[src/rtl/wb_arb_pkg.sv]
// Shared types and constants for the register-file write-port arbiter.
package wb_arb_pkg;

  localparam int unsigned REG_ADDR_W           = 5;
  localparam int unsigned DATA_W               = 32;
  localparam int unsigned STARVE_LIMIT_DEFAULT = 4;

  typedef enum logic {
    NORMAL = 1'b0,
    FORCE  = 1'b1
  } arb_state_e;

  // One queued MDU result; live drops when a younger pipeline write kills it.
  typedef struct packed {
    logic                  live;
    logic [REG_ADDR_W-1:0] addr;
    logic [DATA_W-1:0]     data;
  } wb_entry_t;

endpackage

[src/rtl/wb_fifo2.sv]
// Two-entry in-order queue of MDU results with per-entry live flag and
// address-match kill. Slot 0 is always the head.
module wb_fifo2
  import wb_arb_pkg::*;
(
  input  logic                  clk,
  input  logic                  rst_n,
  input  logic                  push_i,
  input  logic [REG_ADDR_W-1:0] push_addr_i,
  input  logic [DATA_W-1:0]     push_data_i,
  input  logic                  pop_i,
  input  logic                  kill_i,
  input  logic [REG_ADDR_W-1:0] kill_addr_i,
  output logic                  head_live_o,
  output logic [REG_ADDR_W-1:0] head_addr_o,
  output logic [DATA_W-1:0]     head_data_o,
  output logic [1:0]            count_o
);

  wb_entry_t  slot0_q, slot0_d;
  wb_entry_t  slot1_q, slot1_d;
  logic [1:0] cnt_q, cnt_d;
  logic       push_ok, pop_ok;
  logic [1:0] wr_idx;
  wb_entry_t  new_ent;

  // Next-state: kill stored entries first, then shift on pop, then place the push.
  always_comb begin
    slot0_d = slot0_q;
    slot1_d = slot1_q;
    push_ok = push_i && (cnt_q != 2'd2);
    pop_ok  = pop_i && (cnt_q != 2'd0);

    if (kill_i && (slot0_q.addr == kill_addr_i)) slot0_d.live = 1'b0;
    if (kill_i && (slot1_q.addr == kill_addr_i)) slot1_d.live = 1'b0;

    if (pop_ok) begin
      slot0_d = slot1_d;
      slot1_d = '0;
    end

    // An entry pushed alongside a matching kill is older than the pipe write.
    new_ent.live = !(kill_i && (kill_addr_i == push_addr_i));
    new_ent.addr = push_addr_i;
    new_ent.data = push_data_i;

    wr_idx = pop_ok ? (cnt_q - 2'd1) : cnt_q;
    if (push_ok) begin
      if (wr_idx == 2'd0) slot0_d = new_ent;
      else                slot1_d = new_ent;
    end

    cnt_d = cnt_q + {1'b0, push_ok} - {1'b0, pop_ok};
  end

  // Queue storage and occupancy.
  always_ff @(posedge clk or negedge rst_n) begin
    if (!rst_n) begin
      slot0_q <= '0;
      slot1_q <= '0;
      cnt_q   <= '0;
    end else begin
      slot0_q <= slot0_d;
      slot1_q <= slot1_d;
      cnt_q   <= cnt_d;
    end
  end

  assign head_live_o = slot0_q.live;
  assign head_addr_o = slot0_q.addr;
  assign head_data_o = slot0_q.data;
  assign count_o     = cnt_q;

endmodule

[src/rtl/wb_port_arb.sv]
// Arbitrates the single register-file write port between the main pipeline
// and queued MDU results, forcing an MDU write when a result starves.
module wb_port_arb
  import wb_arb_pkg::*;
#(
  parameter int unsigned STARVE_LIMIT = STARVE_LIMIT_DEFAULT,
  parameter int unsigned FIFO_DEPTH   = 2
) (
  input  logic                  clk,
  input  logic                  rst,
  input  logic                  pipe_valid,
  input  logic [REG_ADDR_W-1:0] pipe_addr,
  input  logic [DATA_W-1:0]     pipe_data,
  output logic                  pipe_ready,
  input  logic                  mdu_valid,
  input  logic [REG_ADDR_W-1:0] mdu_addr,
  input  logic [DATA_W-1:0]     mdu_data,
  output logic                  mdu_ready,
  output logic                  we,
  output logic [REG_ADDR_W-1:0] wAddr,
  output logic [DATA_W-1:0]     wData,
  output logic [1:0]            pend_cnt
);

  localparam logic [3:0] LIMIT = 4'(STARVE_LIMIT);

  arb_state_e            state_q, state_d;
  logic [3:0]            starve_q, starve_d;
  logic                  we_q, we_d;
  logic [REG_ADDR_W-1:0] waddr_q, waddr_d;
  logic [DATA_W-1:0]     wdata_q, wdata_d;

  logic                  pipe_acc, mdu_push, q_pop, kill;
  logic                  head_live;
  logic [REG_ADDR_W-1:0] head_addr;
  logic [DATA_W-1:0]     head_data;

  wb_fifo2 u_fifo (
    .clk         (clk),
    .rst_n       (rst),
    .push_i      (mdu_push),
    .push_addr_i (mdu_addr),
    .push_data_i (mdu_data),
    .pop_i       (q_pop),
    .kill_i      (kill),
    .kill_addr_i (pipe_addr),
    .head_live_o (head_live),
    .head_addr_o (head_addr),
    .head_data_o (head_data),
    .count_o     (pend_cnt)
  );

  // Grant selection, starvation tracking and FSM next state.
  always_comb begin
    state_d    = state_q;
    starve_d   = starve_q;
    we_d       = 1'b0;
    waddr_d    = waddr_q;
    wdata_d    = wdata_q;
    pipe_ready = (state_q == NORMAL);
    mdu_ready  = (pend_cnt != 2'd2);
    pipe_acc   = pipe_valid && pipe_ready;
    mdu_push   = mdu_valid && mdu_ready;
    kill       = pipe_acc && (pipe_addr != '0);
    q_pop      = (pend_cnt != 2'd0) && ((state_q == FORCE) || !pipe_valid);

    if (pipe_acc) begin
      we_d    = (pipe_addr != '0);
      waddr_d = pipe_addr;
      wdata_d = pipe_data;
    end else if (q_pop) begin
      we_d    = head_live && (head_addr != '0);
      waddr_d = head_addr;
      wdata_d = head_data;
    end

    if ((pend_cnt == 2'd0) || q_pop) starve_d = '0;
    else if (starve_q != LIMIT)      starve_d = starve_q + 4'd1;

    // Entering FORCE off the counter's next value means the head waits exactly
    // STARVE_LIMIT cycles, and the queue is guaranteed non-empty in FORCE.
    case (state_q)
      NORMAL:  if (starve_d == LIMIT) state_d = FORCE;
      FORCE:   state_d = NORMAL;
      default: state_d = NORMAL;
    endcase
  end

  // Registered write port, starve counter and arbiter state.
  always_ff @(posedge clk or negedge rst) begin
    if (!rst) begin
      state_q  <= NORMAL;
      starve_q <= '0;
      we_q     <= 1'b0;
      waddr_q  <= '0;
      wdata_q  <= '0;
    end else begin
      state_q  <= state_d;
      starve_q <= starve_d;
      we_q     <= we_d;
      waddr_q  <= waddr_d;
      wdata_q  <= wdata_d;
    end
  end

  assign we    = we_q;
  assign wAddr = waddr_q;
  assign wData = wdata_q;

endmodule
[config.mk]
export PLATFORM = sky130hd
export DESIGN_NAME = wb_port_arb
export DESIGN_NICKNAME = d
export VERILOG_FILES = /design/src/rtl/wb_arb_pkg.sv /design/src/rtl/wb_fifo2.sv /design/src/rtl/wb_port_arb.sv
export SDC_FILE = /design/constraint.sdc
export NUM_CORES = 1
export LEC_CHECK = 0
export CORE_UTILIZATION = 30
export CTS_CLUSTER_DIAMETER = 80
export DETAILED_ROUTE_END_ITERATION = 16
export PLACE_DENSITY = 0.5
export SYNTH_ARGS = -nofsm -noshare
export SYNTH_HDL_FRONTEND = slang
export SYNTH_SLANG_ARGS = --single-unit
[constraint.sdc]
create_clock -name clk -period 3.4 [get_ports clk]
set_input_delay 1.02 -clock clk [delete_from_list [all_inputs] [get_ports clk]]
set_output_delay 1.02 -clock clk [all_outputs]
set_load 0.03 [all_outputs]
==> impl.org <==
** Run status
- The flow ran to the end, and the final reports show no timing, DRC or antenna violations.

** Routing
- In the routed design, unresolved DRC markers number 0.
- In the routed layout, each cell is associated on average with a via count of 4.83.
- The routed design has 14200 um of wire.
- Wire length per cell :: 14.8 um
- For this block, the initial DRC count from the detailed router was 263.
- The first TritonRoute pass finished after 6 iterations.
- Via count :: around 4600
- Number of nets with antenna violations after detailed routing :: 0

** Clock network
- No sink is reached through more buffers than the 2 on the longest clock path.
- The clock tree synthesis step divided the H-tree into 4 levels.
- TritonCTS clock tree :: done
- After clock tree synthesis, the repair step resized 0 gates.
- Clock latency on the worst-skew pair, taken at its later pin, is 0.41 ns.
- After clock tree synthesis, the clock-pin slew on the worst setup and hold paths is roughly 0.050 ns.
- Counting every sink on the clock net gives ~120.
- Setup bufs post-CTS :: 0
- Clock buffers created by TritonCTS :: 17
- Post-CTS Hold Fix Bufs :: 0
- Clock root buffer :: sky130_fd_sc_hd__clkbuf_16

** Synthesis
- Gate count of the mapped netlist :: 607
- Fraction of synthesis flops using an asynchronous set or reset pin :: between 90% and 100%
- Yosys attributes the largest share of cell area to sky130_fd_sc_hd__dfrtp_1 55%, sky130_fd_sc_hd__nand2_1 13%, sky130_fd_sc_hd__mux2i_1 6.9%, sky130_fd_sc_hd__o21ai_0 6.6%, sky130_fd_sc_hd__a31oi_1 4.3%.
- Fraction of post-synthesis cell area in the top cell type by area :: ~55%
- The netlist uses 33 different library cells.
- After synthesis the netlist holds a flip-flop and latch count of 121.
- Top cell type by total area after synthesis :: sky130_fd_sc_hd__dfrtp_1
- Syn Area/Cell :: approximately 9.1 sq um
- Number of flops mapped to enable cells by yosys :: 0
- Dominant register cell in the synthesized netlist :: sky130_fd_sc_hd__dfrtp_1
- Ranked by instance count, the synthesized netlist is headed by 190 x sky130_fd_sc_hd__nand2_1, 121 x sky130_fd_sc_hd__dfrtp_1, 73 x sky130_fd_sc_hd__o21ai_0.
- Syn Nets :: approximately 690
- Summed instance area of the synthesized netlist :: 5550 sq um
- Sequential elements use around 55% of the synthesized area.
- Dominant cell by count in the synthesized netlist :: sky130_fd_sc_hd__nand2_1
- For this run, the number of Yosys warnings is 0.

** Global route
- The via count of the first global-routing pass came to ~4500.
- GRT Util Overall :: 15.4%
- The first global-routing pass estimated approximately 23000 um of wire.
- Largest net degree at the start of global routing :: 77
- The initial antenna violation count is 0.
- Remaining Overflow, GRT :: 0

** Placement
- After detailed placement, the design holds a cell count of approximately 900.
- Final weighted congestion in routability-driven placement :: 0.773
- Before CTS, the worst setup slack after placement is 0.0813 ns.
- Summed over all nets, the half-perimeter wirelength after detailed placement is around 9300 um.
- In this run the tool buffered the top-level ports with 119 buffer cells.

** Layout
- In the final design database the tool counted 800 nets.
- After the flow finishes, the layout carries non-filler instances totaling around 960.
- The area growth from synthesis to layout is 36.1%.
- Share of layout cells above drive strength 1 :: roughly 7%
- Number of antenna repair diodes :: 0

** Pwr
- VDD sags by at most just over 400 uV.
- Relative contribution of sequential cells to total power :: a little over a third
- Fraction of power spent switching nets :: 37.1%
- Cell internal power was estimated by the tool at a little over 4 mW.
- PD cells :: 864 nW/um^2
- Summed over all cells, the static leakage comes to 3.22 nW.
- The clock network is responsible for 25.5% of the overall power.
- Switching power of the nets :: 2.42 mW
- Combinational logic is responsible for between 30% and 40% of the overall power.

** STA
- The number of pins exceeding their max-slew limit in the final report is 0.
- Setup slack closes at 0.516 ns.
- For the final database, setup skew stands at about 0.010 ns.
- For this run, the top clock speed supported by timing is approximately 350 MHz.
- Transition time at the pin with the least slew margin :: ~0.82 ns
- Setup repair after global routing left no endpoint under its margin.
- Hold Fails Final Rpt :: 0
- Setup TNS :: 0 ns
- Of the available clock period, the critical path in the final layout requires 84.8%.
- Remaining max-slew budget at the tightest pin :: 45.5%
- Setup violations remaining at the end of the flow were counted as 0.
- Shortest clock period the worst path allows after layout :: 2.88 ns

** Setup path
- Data arrives at the worst endpoint at 3.16 ns.
- Type of origin of the critical path :: primary input
- Type of the worst setup path :: in2reg
- Highest net fanout along the worst path :: 50
- STA puts the critical path data required time at 3.67 ns.
- STA classifies the critical path endpoint as a flip-flop.

** Floorplan
- Row cnt :: between 40 and 50
- Effective utilization at floorplan :: 30.8%
- Width of the chip :: 138 um
- The die covers 19000 sq um.
- The die is 138 um tall.
- During I/O placement, the number of pins put on the boundary was 120.
- After floorplanning, the core was sized to cover 18000 sq um.

** Flow run
- Number of max-cap violations :: 0

** Min path
- The worst hold path belongs to the class in2async.
[through the flow]
stage / power [mW] / hold slack [ns] / util [%] / area, sq um
after detailed placement: 4.92 / 0.509 / 38.9 / 7010
after floorplan: 3.99 / 0.439 / - / 5550
after CTS: 6.62 / 0.518 / 41.9 / 7550
final: 6.53 / 0.520 / 41.9 / 7550
after global placement: 4.84 / 0.506 / 38.9 / 7010
after global routing: 6.98 / 0.532 / 41.9 / 7550
[sequential cells by signal, summed over array words and instances, names as in the netlist]
signal              flops
wData                  32
state_q                 1
u_fifo.head_addr_o      5
u_fifo.head_data_o     32
u_fifo.head_live_o      1
u_fifo.count_o          2
u_fifo.slot1_q         38
starve_q                4
wAddr                   5
we                      1
[final timing paths]
kind / to / start / slack, ns / depth (start not counted)
min: u_fifo.slot1_q[16] / rst / 0.52 / 1
min in group clk: u_fifo.slot1_q[4] / u_fifo.slot1_q[4] / 0.52 / 2
max: u_fifo.head_data_o[20] / pipe_valid / 0.52 / 11
max in group asynchronous: wAddr[2] / rst / 2.17 / 2
max reg2reg: u_fifo.head_data_o[11] / u_fifo.count_o[1] / 0.85 / 8
min reg2reg: u_fifo.slot1_q[4] / u_fifo.slot1_q[4] / 0.52 / 2
[worst max-delay path, cell delays in order]
cell                              delay (ns)
sky130_fd_sc_hd__clkdlybuf4s50_1        0.49
sky130_fd_sc_hd__nand2b_1               0.10
sky130_fd_sc_hd__nand2_2                0.09
sky130_fd_sc_hd__clkinv_1               0.08
sky130_fd_sc_hd__ha_1                   0.29
sky130_fd_sc_hd__inv_1                  0.06
sky130_fd_sc_hd__a211oi_2               0.38
sky130_fd_sc_hd__o21ai_4                0.21
sky130_fd_sc_hd__buf_12                 0.25
sky130_fd_sc_hd__nor2_1                 0.12
sky130_fd_sc_hd__a31oi_1                0.06
[placed cells by master, fill, tap and decap left out, types with 2 or more instances in the layout]
cell                              netlist  final
sky130_fd_sc_hd__a31oi_1               38     38
sky130_fd_sc_hd__buf_12                 0      4
sky130_fd_sc_hd__buf_4                  2      9
sky130_fd_sc_hd__clkbuf_16              0     17
sky130_fd_sc_hd__clkbuf_8               0      3
sky130_fd_sc_hd__clkdlybuf4s50_1        0    118
sky130_fd_sc_hd__clkinv_2               0      6
sky130_fd_sc_hd__clkinvlp_4             0      2
sky130_fd_sc_hd__dfrtp_1              121    121
sky130_fd_sc_hd__ha_1                   6      5
sky130_fd_sc_hd__inv_1                 10      9
sky130_fd_sc_hd__mux2i_1               38     38
sky130_fd_sc_hd__nand2_1              190    189
sky130_fd_sc_hd__nand2b_1               2      2
sky130_fd_sc_hd__nand3_1                6      6
sky130_fd_sc_hd__nor2_1                37     37
sky130_fd_sc_hd__nor3_1                 4      4
sky130_fd_sc_hd__nor4_1                 2      2
sky130_fd_sc_hd__o21ai_0               73     73
sky130_fd_sc_hd__o21ai_1                5      4
sky130_fd_sc_hd__or4_1                  3      3
sky130_fd_sc_hd__xnor2_1               11     11
sky130_fd_sc_hd__xor2_1                 7      7
[per-layer routing]
layer,part of all wire (%),vias up,track usage (%),routed length [um]
li1,-,2250,-,-
met1,46,2246,20.2,6510
met2,49,101,24.6,6940
met3,3.5,17,3.22,490
met4,1.5,0,6.48,218
met5,0,-,0,0
[power groups by stage]
stage | Sequential (mW) | Clock [mW] | Combinational, mW
finish | 2.34 | 1.67 | 2.52
global route | 2.42 | 1.77 | 2.79
CTS | 2.35 | 1.71 | 2.56
detailed placement | 2.37 | 0 | 2.55
global placement | 2.35 | 0 | 2.48
floorplan | 2.56 | 0 | 1.43
[layout make-up]
cell class	instances	area, sq um
clock inverter	9	75.1
multi-input combinational	435	2330
sequential	121	3030
inverter	10	37.5
tap	229	287
fill	1784	10500
timing repair buffer	131	1330
clock buffer	21	470
[logic make-up (layout without fill, tap and decap cells)]
family                   after synthesis  count (layout)  share of synthesized area, %
AND/OR/NAND/NOR                      250             250                          18.1
AO/OA/AOI/OAI                        122             122                          12.2
flip-flops                           121             121                          54.6
buffers and inverters                 51             171                          3.90
multiplexers                          39              39                          7.06
XOR/XNOR                              18              18                          2.84
adder cells (fa/ha/maj)                6               6                          1.35
Power figures use the tool's default switching activity.
